**src/rtl/pipeline_ctrl.sv**
```systemverilog
// pipeline_ctrl
// Central stall/flush sequencer for the five-stage pipeline. It drives the
// PC, IF/ID, ID/EX, EX/MEM and MEM/WB load enables and the IF/ID and ID/EX
// flush strobes. It resolves load-use hazards and taken branches. It freezes
// the whole pipeline while a data-memory access waits for its ack, and traps
// to a sticky error state if the ack does not come within TIMEOUT cycles.
//
// Parameters:
//   TIMEOUT      max MEM_WAIT cycles without ack before trapping (2..255)
// Ports:
//   clk          clock, rising edge
//   rst_n        synchronous active-low reset
//   id_rs/id_rt  source registers of the instruction in ID
//   ex_rd        destination register of the instruction in EX
//   ex_mem_read  instruction in EX is a load
//   branch_taken branch resolved taken in EX this cycle
//   mem_access   instruction in MEM accesses data memory
//   dmem_ack     data memory completes the access this cycle
//   dmem_req     data-memory request
//   *_en         stage register load enables
//   *_flush      load a bubble into IF/ID or ID/EX
//   stall_cnt    cycles with pc_en low in RUN/MEM_WAIT, saturating
//                (only when PIPE_CTRL_PERF_EN is defined)
//   bus_err      sticky memory-timeout flag
//
// Build option: define PIPE_CTRL_PERF_EN to add the stall_cnt output.
//
// state    | meaning
// ---------+---------------------------------------------------------------
// INIT     | one cycle after reset; pipeline held and flushed
// RUN      | normal issue; hazard rules and memory-request detection
// MEM_WAIT | pipeline frozen until dmem_ack; wait_cnt counts unacked cycles
// ERR      | memory timeout trap; everything held, bus_err set until reset

module pipeline_ctrl #(
    parameter int TIMEOUT = 255
) (
    input  logic        clk,
    input  logic        rst_n,
    input  logic [4:0]  id_rs,
    input  logic [4:0]  id_rt,
    input  logic [4:0]  ex_rd,
    input  logic        ex_mem_read,
    input  logic        branch_taken,
    input  logic        mem_access,
    input  logic        dmem_ack,
    output logic        dmem_req,
    output logic        pc_en,
    output logic        ifid_en,
    output logic        idex_en,
    output logic        exmem_en,
    output logic        memwb_en,
    output logic        ifid_flush,
    output logic        idex_flush,
`ifdef PIPE_CTRL_PERF_EN
    output logic [31:0] stall_cnt,
`endif
    output logic        bus_err
);

    typedef enum logic [1:0] {
        ST_INIT     = 2'd0,
        ST_RUN      = 2'd1,
        ST_MEM_WAIT = 2'd2,
        ST_ERR      = 2'd3
    } state_t;

    localparam logic [7:0] WAIT_LAST = 8'(TIMEOUT - 1);

    state_t     state_q, state_d;
    logic [7:0] wait_cnt_q, wait_cnt_d;
    logic       load_use;
    logic       run_rules;

    // Register 0 is hardwired, so a load targeting it can never feed ID.
    assign load_use = ex_mem_read && (ex_rd != 5'd0) &&
                      ((ex_rd == id_rs) || (ex_rd == id_rt));

`ifdef PIPE_CTRL_PERF_EN
    logic [31:0] stall_cnt_q, stall_cnt_d;

    always_comb begin
        stall_cnt_d = stall_cnt_q;
        if (((state_q == ST_RUN) || (state_q == ST_MEM_WAIT)) && !pc_en &&
            (stall_cnt_q != 32'hFFFF_FFFF)) begin
            stall_cnt_d = stall_cnt_q + 32'd1;
        end
    end

    assign stall_cnt = stall_cnt_q;
`endif

    // State register
    always_ff @(posedge clk) begin
        if (!rst_n) begin
            state_q    <= ST_INIT;
            wait_cnt_q <= 8'd0;
`ifdef PIPE_CTRL_PERF_EN
            stall_cnt_q <= 32'd0;
`endif
        end else begin
            state_q    <= state_d;
            wait_cnt_q <= wait_cnt_d;
`ifdef PIPE_CTRL_PERF_EN
            stall_cnt_q <= stall_cnt_d;
`endif
        end
    end

    // Next-state logic
    always_comb begin
        state_d    = state_q;
        wait_cnt_d = wait_cnt_q;
        case (state_q)
            ST_INIT: state_d = ST_RUN;
            ST_RUN: begin
                if (mem_access && !dmem_ack) begin
                    state_d    = ST_MEM_WAIT;
                    wait_cnt_d = 8'd0;
                end
            end
            ST_MEM_WAIT: begin
                // An ack in the last allowed cycle still completes normally.
                if (dmem_ack) begin
                    state_d = ST_RUN;
                end else if (wait_cnt_q == WAIT_LAST) begin
                    state_d = ST_ERR;
                end else begin
                    wait_cnt_d = wait_cnt_q + 8'd1;
                end
            end
            ST_ERR:  state_d = ST_ERR;
            default: state_d = ST_INIT;
        endcase
    end

    // Output logic
    always_comb begin
        pc_en      = 1'b0;
        ifid_en    = 1'b0;
        idex_en    = 1'b0;
        exmem_en   = 1'b0;
        memwb_en   = 1'b0;
        ifid_flush = 1'b0;
        idex_flush = 1'b0;
        dmem_req   = 1'b0;
        bus_err    = 1'b0;
        run_rules  = 1'b0;

        case (state_q)
            ST_INIT: begin
                ifid_flush = 1'b1;
                idex_flush = 1'b1;
            end
            ST_RUN: begin
                dmem_req  = mem_access;
                run_rules = !(mem_access && !dmem_ack);
            end
            ST_MEM_WAIT: begin
                // The ack cycle is a normal issue cycle; the request is
                // still asserted so it covers the ack inclusively.
                dmem_req  = 1'b1;
                run_rules = dmem_ack;
            end
            ST_ERR: begin
                bus_err = 1'b1;
            end
            default: begin
                ifid_flush = 1'b1;
                idex_flush = 1'b1;
            end
        endcase

        if (run_rules) begin
            if (branch_taken) begin
                // Squashing ID also removes any load-use dependant.
                pc_en      = 1'b1;
                ifid_en    = 1'b1;
                idex_en    = 1'b1;
                exmem_en   = 1'b1;
                memwb_en   = 1'b1;
                ifid_flush = 1'b1;
                idex_flush = 1'b1;
            end else if (load_use) begin
                idex_en    = 1'b1;
                exmem_en   = 1'b1;
                memwb_en   = 1'b1;
                idex_flush = 1'b1;
            end else begin
                pc_en      = 1'b1;
                ifid_en    = 1'b1;
                idex_en    = 1'b1;
                exmem_en   = 1'b1;
                memwb_en   = 1'b1;
            end
        end
    end

endmodule

```
**config.mk**
```make
export PLATFORM = sky130hd
export DESIGN_NAME = pipeline_ctrl
export DESIGN_NICKNAME = d
export VERILOG_FILES = /design/src/rtl/pipeline_ctrl.sv
export SDC_FILE = /design/constraint.sdc
export NUM_CORES = 1
export LEC_CHECK = 0
export ABC_AREA = 1
export CORE_UTILIZATION = 48
export CTS_BUF_LIST = sky130_fd_sc_hd__clkbuf_4 sky130_fd_sc_hd__clkbuf_8
export DETAILED_ROUTE_END_ITERATION = 16
export PLACE_DENSITY_LB_ADDON = 0.1
export SLEW_MARGIN = 5
export SYNTH_ARGS = -nofsm -noshare
export SYNTH_HDL_FRONTEND = slang
export SYNTH_SLANG_ARGS = --single-unit
```
**constraint.sdc**
```tcl
create_clock -name clk -period 1.76 [get_ports clk]
set_input_delay 0.352 -clock clk [delete_from_list [all_inputs] [get_ports clk]]
set_output_delay 0.352 -clock clk [all_outputs]
set_load 0.05 [all_outputs]
```
==> results.tsv <==
metric	value	unit
run status	finished with violations	
failing checks	setup timing	
share of layout cells above drive strength 1	25.4	%
min Tclk post-route	2.01	ns
Async SR Flop Fraction	0	%
worst slew pin tran	0.239	ns
Max rail drop VDD	0.000536	V
CP cell instances	inv_4 > ha_4 > inv_4 > a21oi_4 > nand2_4 > nand2_4 > inv_4 > nand2_4 > buf_12	
part of the cycle the worst path needs	114	%
Register Area	208	um2
Fillers	88	
CTS tree	done	
Yosys top cell area share	21.8	%
Final Setup Violations	8	
Hold Path Stages	2	
initial antenna violation count	0	
clock share of power	13.9	%
final worst slack	-0.254	ns
largest net degree at the start of global routing	11	
top cells by area, synth	nand2_1 (22%), dfxtp_1 (21%), inv_1 (11%)	
final slew viol count	0	
Comb pwr share	65.6	%
static leakage	0.787	nW
DR WL/cell	14.4	um
unrepaired setup endpoints after global routing	yes	
number of distinct library cells after synthesis	22	
crit path buf inv count	4	
Die X	46.8	um
cells on worst reg2reg path	9	
Flop pwr share	20.5	%
DRT Pass-1 Iters	4	
footprint of the multi-input gates	723	um2
vias per cell	5.18	
Starting Density	53.5	%
critical path class	flip-flop to output pin	
grt total ovfl	0	
Rows	15	
CP startpoint	state_q[0]	
worst hold path type	flip-flop to flip-flop	
die area	2190	um2
# diodes	0	
IO Count	30	
Crit Path Max Fanout	4	
EDFF count, synth	0	
Cell Count Post-Placement	222	
Synth area leader	nand2_1	
CTS max path bufs	2	
Finished Cell Area	1590	um2
Clock Sinks	10	
cell family with most CP delay	flip-flops	
reg2reg start	state_q[0]	
Tot GR Track Use	29.1	%
Cell Count, Final, Fillers Out	234	
Remaining DRCs	0	
vias in the first global route	1048	
CP peak stage delay	0.39	ns
startpoint of the worst hold path	wait_cnt_q[3]	
Core Util, Final	88.1	%
H-tree depth	1	
routed wire length	3360	um
Post-synth top cells	nand2_1 (56), inv_1 (28), nor2_1 (19)	
Synth Register Bits	10	
DR vias	1213	
Post-CTS Hold Fix Bufs	0	
Psw	569	uW
Fin Clk Skew	0.0173	ns
Placer Congestion	0.877	
root buf cell	clkbuf_4	
max-cap violation count	0	
Critical Path Slowest Stage Cell	dfxtp_4	
Synthesis Warnings	0	
die height	46.8	um
Sw Share	45.2	%
Top FF cell, synth	dfxtp_1	
Max-slew headroom	84.1	%
mean post-synth cell area	5.77	um2
CP Data Required Time	1.41	ns
total nets after synthesis	194	
Area after DPL	1470	um2
Mapped Cells	167	
post-synth design cell area	963	um2
Clk Latency, worst-skew pair	0.29	ns
Core ar.	1800	um2
Critical Path Stages	9	
most frequent cell after synthesis	nand2_1	
pwr dens	793	nW/um2
layout net count	237	
Worst Path Arrival	1.66	ns
TritonCTS Buffers	3	
clock-pin slew on the worst setup and hold paths	0.08	ns
antenna-violating nets left	0	
buffers added on ports	29	
P&R area growth vs syn	64.8	%
drt initial violations	52	
Crit. End Element	output pin	
Post-DP HPWL	2050	um
CP startpoint kind	flip-flop	
f_max	0.496	GHz
final hold viol count	0	
internal power	691	uW
first-pass GRT wire length	4460	um
Seq/Total Area, Yosys	20.8	%
==> worst register-to-register path: stages (launching register included) <==
cell,delay [ns]
dfxtp_4,0.38
inv_4,0.09
ha_4,0.15
buf_4,0.16
inv_2,0.10
nor2_1,0.18
nand2_1,0.12
nand2_1,0.11
nor2_1,0.06
o21a_1,0.17
==> per-layer routing <==
layer	track usage [%]	wire (um)	part of all wire (%)
met1	33.2	1350	40
met2	52.8	1770	53
met3	9.23	135	4.0
met4	6.86	114	3.4
met5	0	0	0
==> cell families after synthesis <==
kind of cell / Yosys count / share of synthesized area (%)
flops: 10 / 20.8
xor+xnor: 3 / 2.73
simple gates: 102 / 47.1
compound gates: 12 / 7.14
buf+inv: 34 / 14.4
fa+ha+maj: 6 / 7.79
==> path summary, 6_finish.rpt <==
kind              slack, ns       endpoint
setup / recovery      -0.25     idex_flush
hold / removal         0.52  wait_cnt_q[3]
setup reg to reg       0.17     state_q[1]
hold reg to reg        0.52  wait_cnt_q[3]
==> flip-flops by register name (all words and copies together), names as in the netlist <==
name / flops
wait_cnt_q: 8
state_q: 2
==> area by class of cell <==
| class | count | share of cell area [%] |
|---|---|---|
| clock buffers | 3 | 1.42 |
| clock inverters | 1 | 0.236 |
| inverters | 31 | 7.96 |
| multi-input cells | 123 | 45.5 |
| well taps | 25 | 1.97 |
| flip-flops and latches | 10 | 13.1 |
| repair buffers | 41 | 29.8 |
==> layout by cell type, fill, tap and decap left out, drive strengths merged <==
cell type       n
o21bai          1
dlygate4sd2    10
ha              6
xor2            1
inv            31
nand4           3
clkinv          1
o21a            1
nor2           22
clkdlybuf4s50   7
xnor2           2
a21oi           9
o21ai           1
buf            21
dfxtp          10
nand2          61
nor3            3
nand3          13
dlymetal6s2s    3
clkbuf          3
==> per-stage QoR <==
| step | hold WS (ns) | power, mW | setup TNS [ns] | setup WS, ns |
|---|---|---|---|---|
| 2_1_floorplan | 0.479 | 0.693 | -0.536 | -0.226 |
| 3_3_place_gp | 0.499 | 0.967 | -1.15 | -0.242 |
| 3_5_place_dp | 0.516 | 0.980 | -1.42 | -0.295 |
| 4_1_cts | 0.525 | 1.18 | -1.27 | -0.210 |
| 5_1_grt | 0.549 | 1.31 | -2.11 | -0.314 |
| 6_report | 0.525 | 1.26 | -1.65 | -0.254 |
==> power by group through the flow <==
| stage | Combinational (mW) | Sequential, mW | Clock (mW) |
|---|---|---|---|
| finish | 0.826 | 0.259 | 0.175 |
| global route | 0.858 | 0.262 | 0.192 |
| CTS | 0.752 | 0.258 | 0.173 |
| detailed placement | 0.715 | 0.264 | 0 |
| global placement | 0.704 | 0.263 | 0 |
| floorplan | 0.431 | 0.261 | 0 |
==> what timing repair did <==
item,in CTS,in global routing
resized for setup,13,12
buffers inserted,6,3
pin swaps,5,7
setup endpoints to repair,8,8
hold endpoints to repair,0,0
Note: power is estimated with default switching activity, not from simulation.
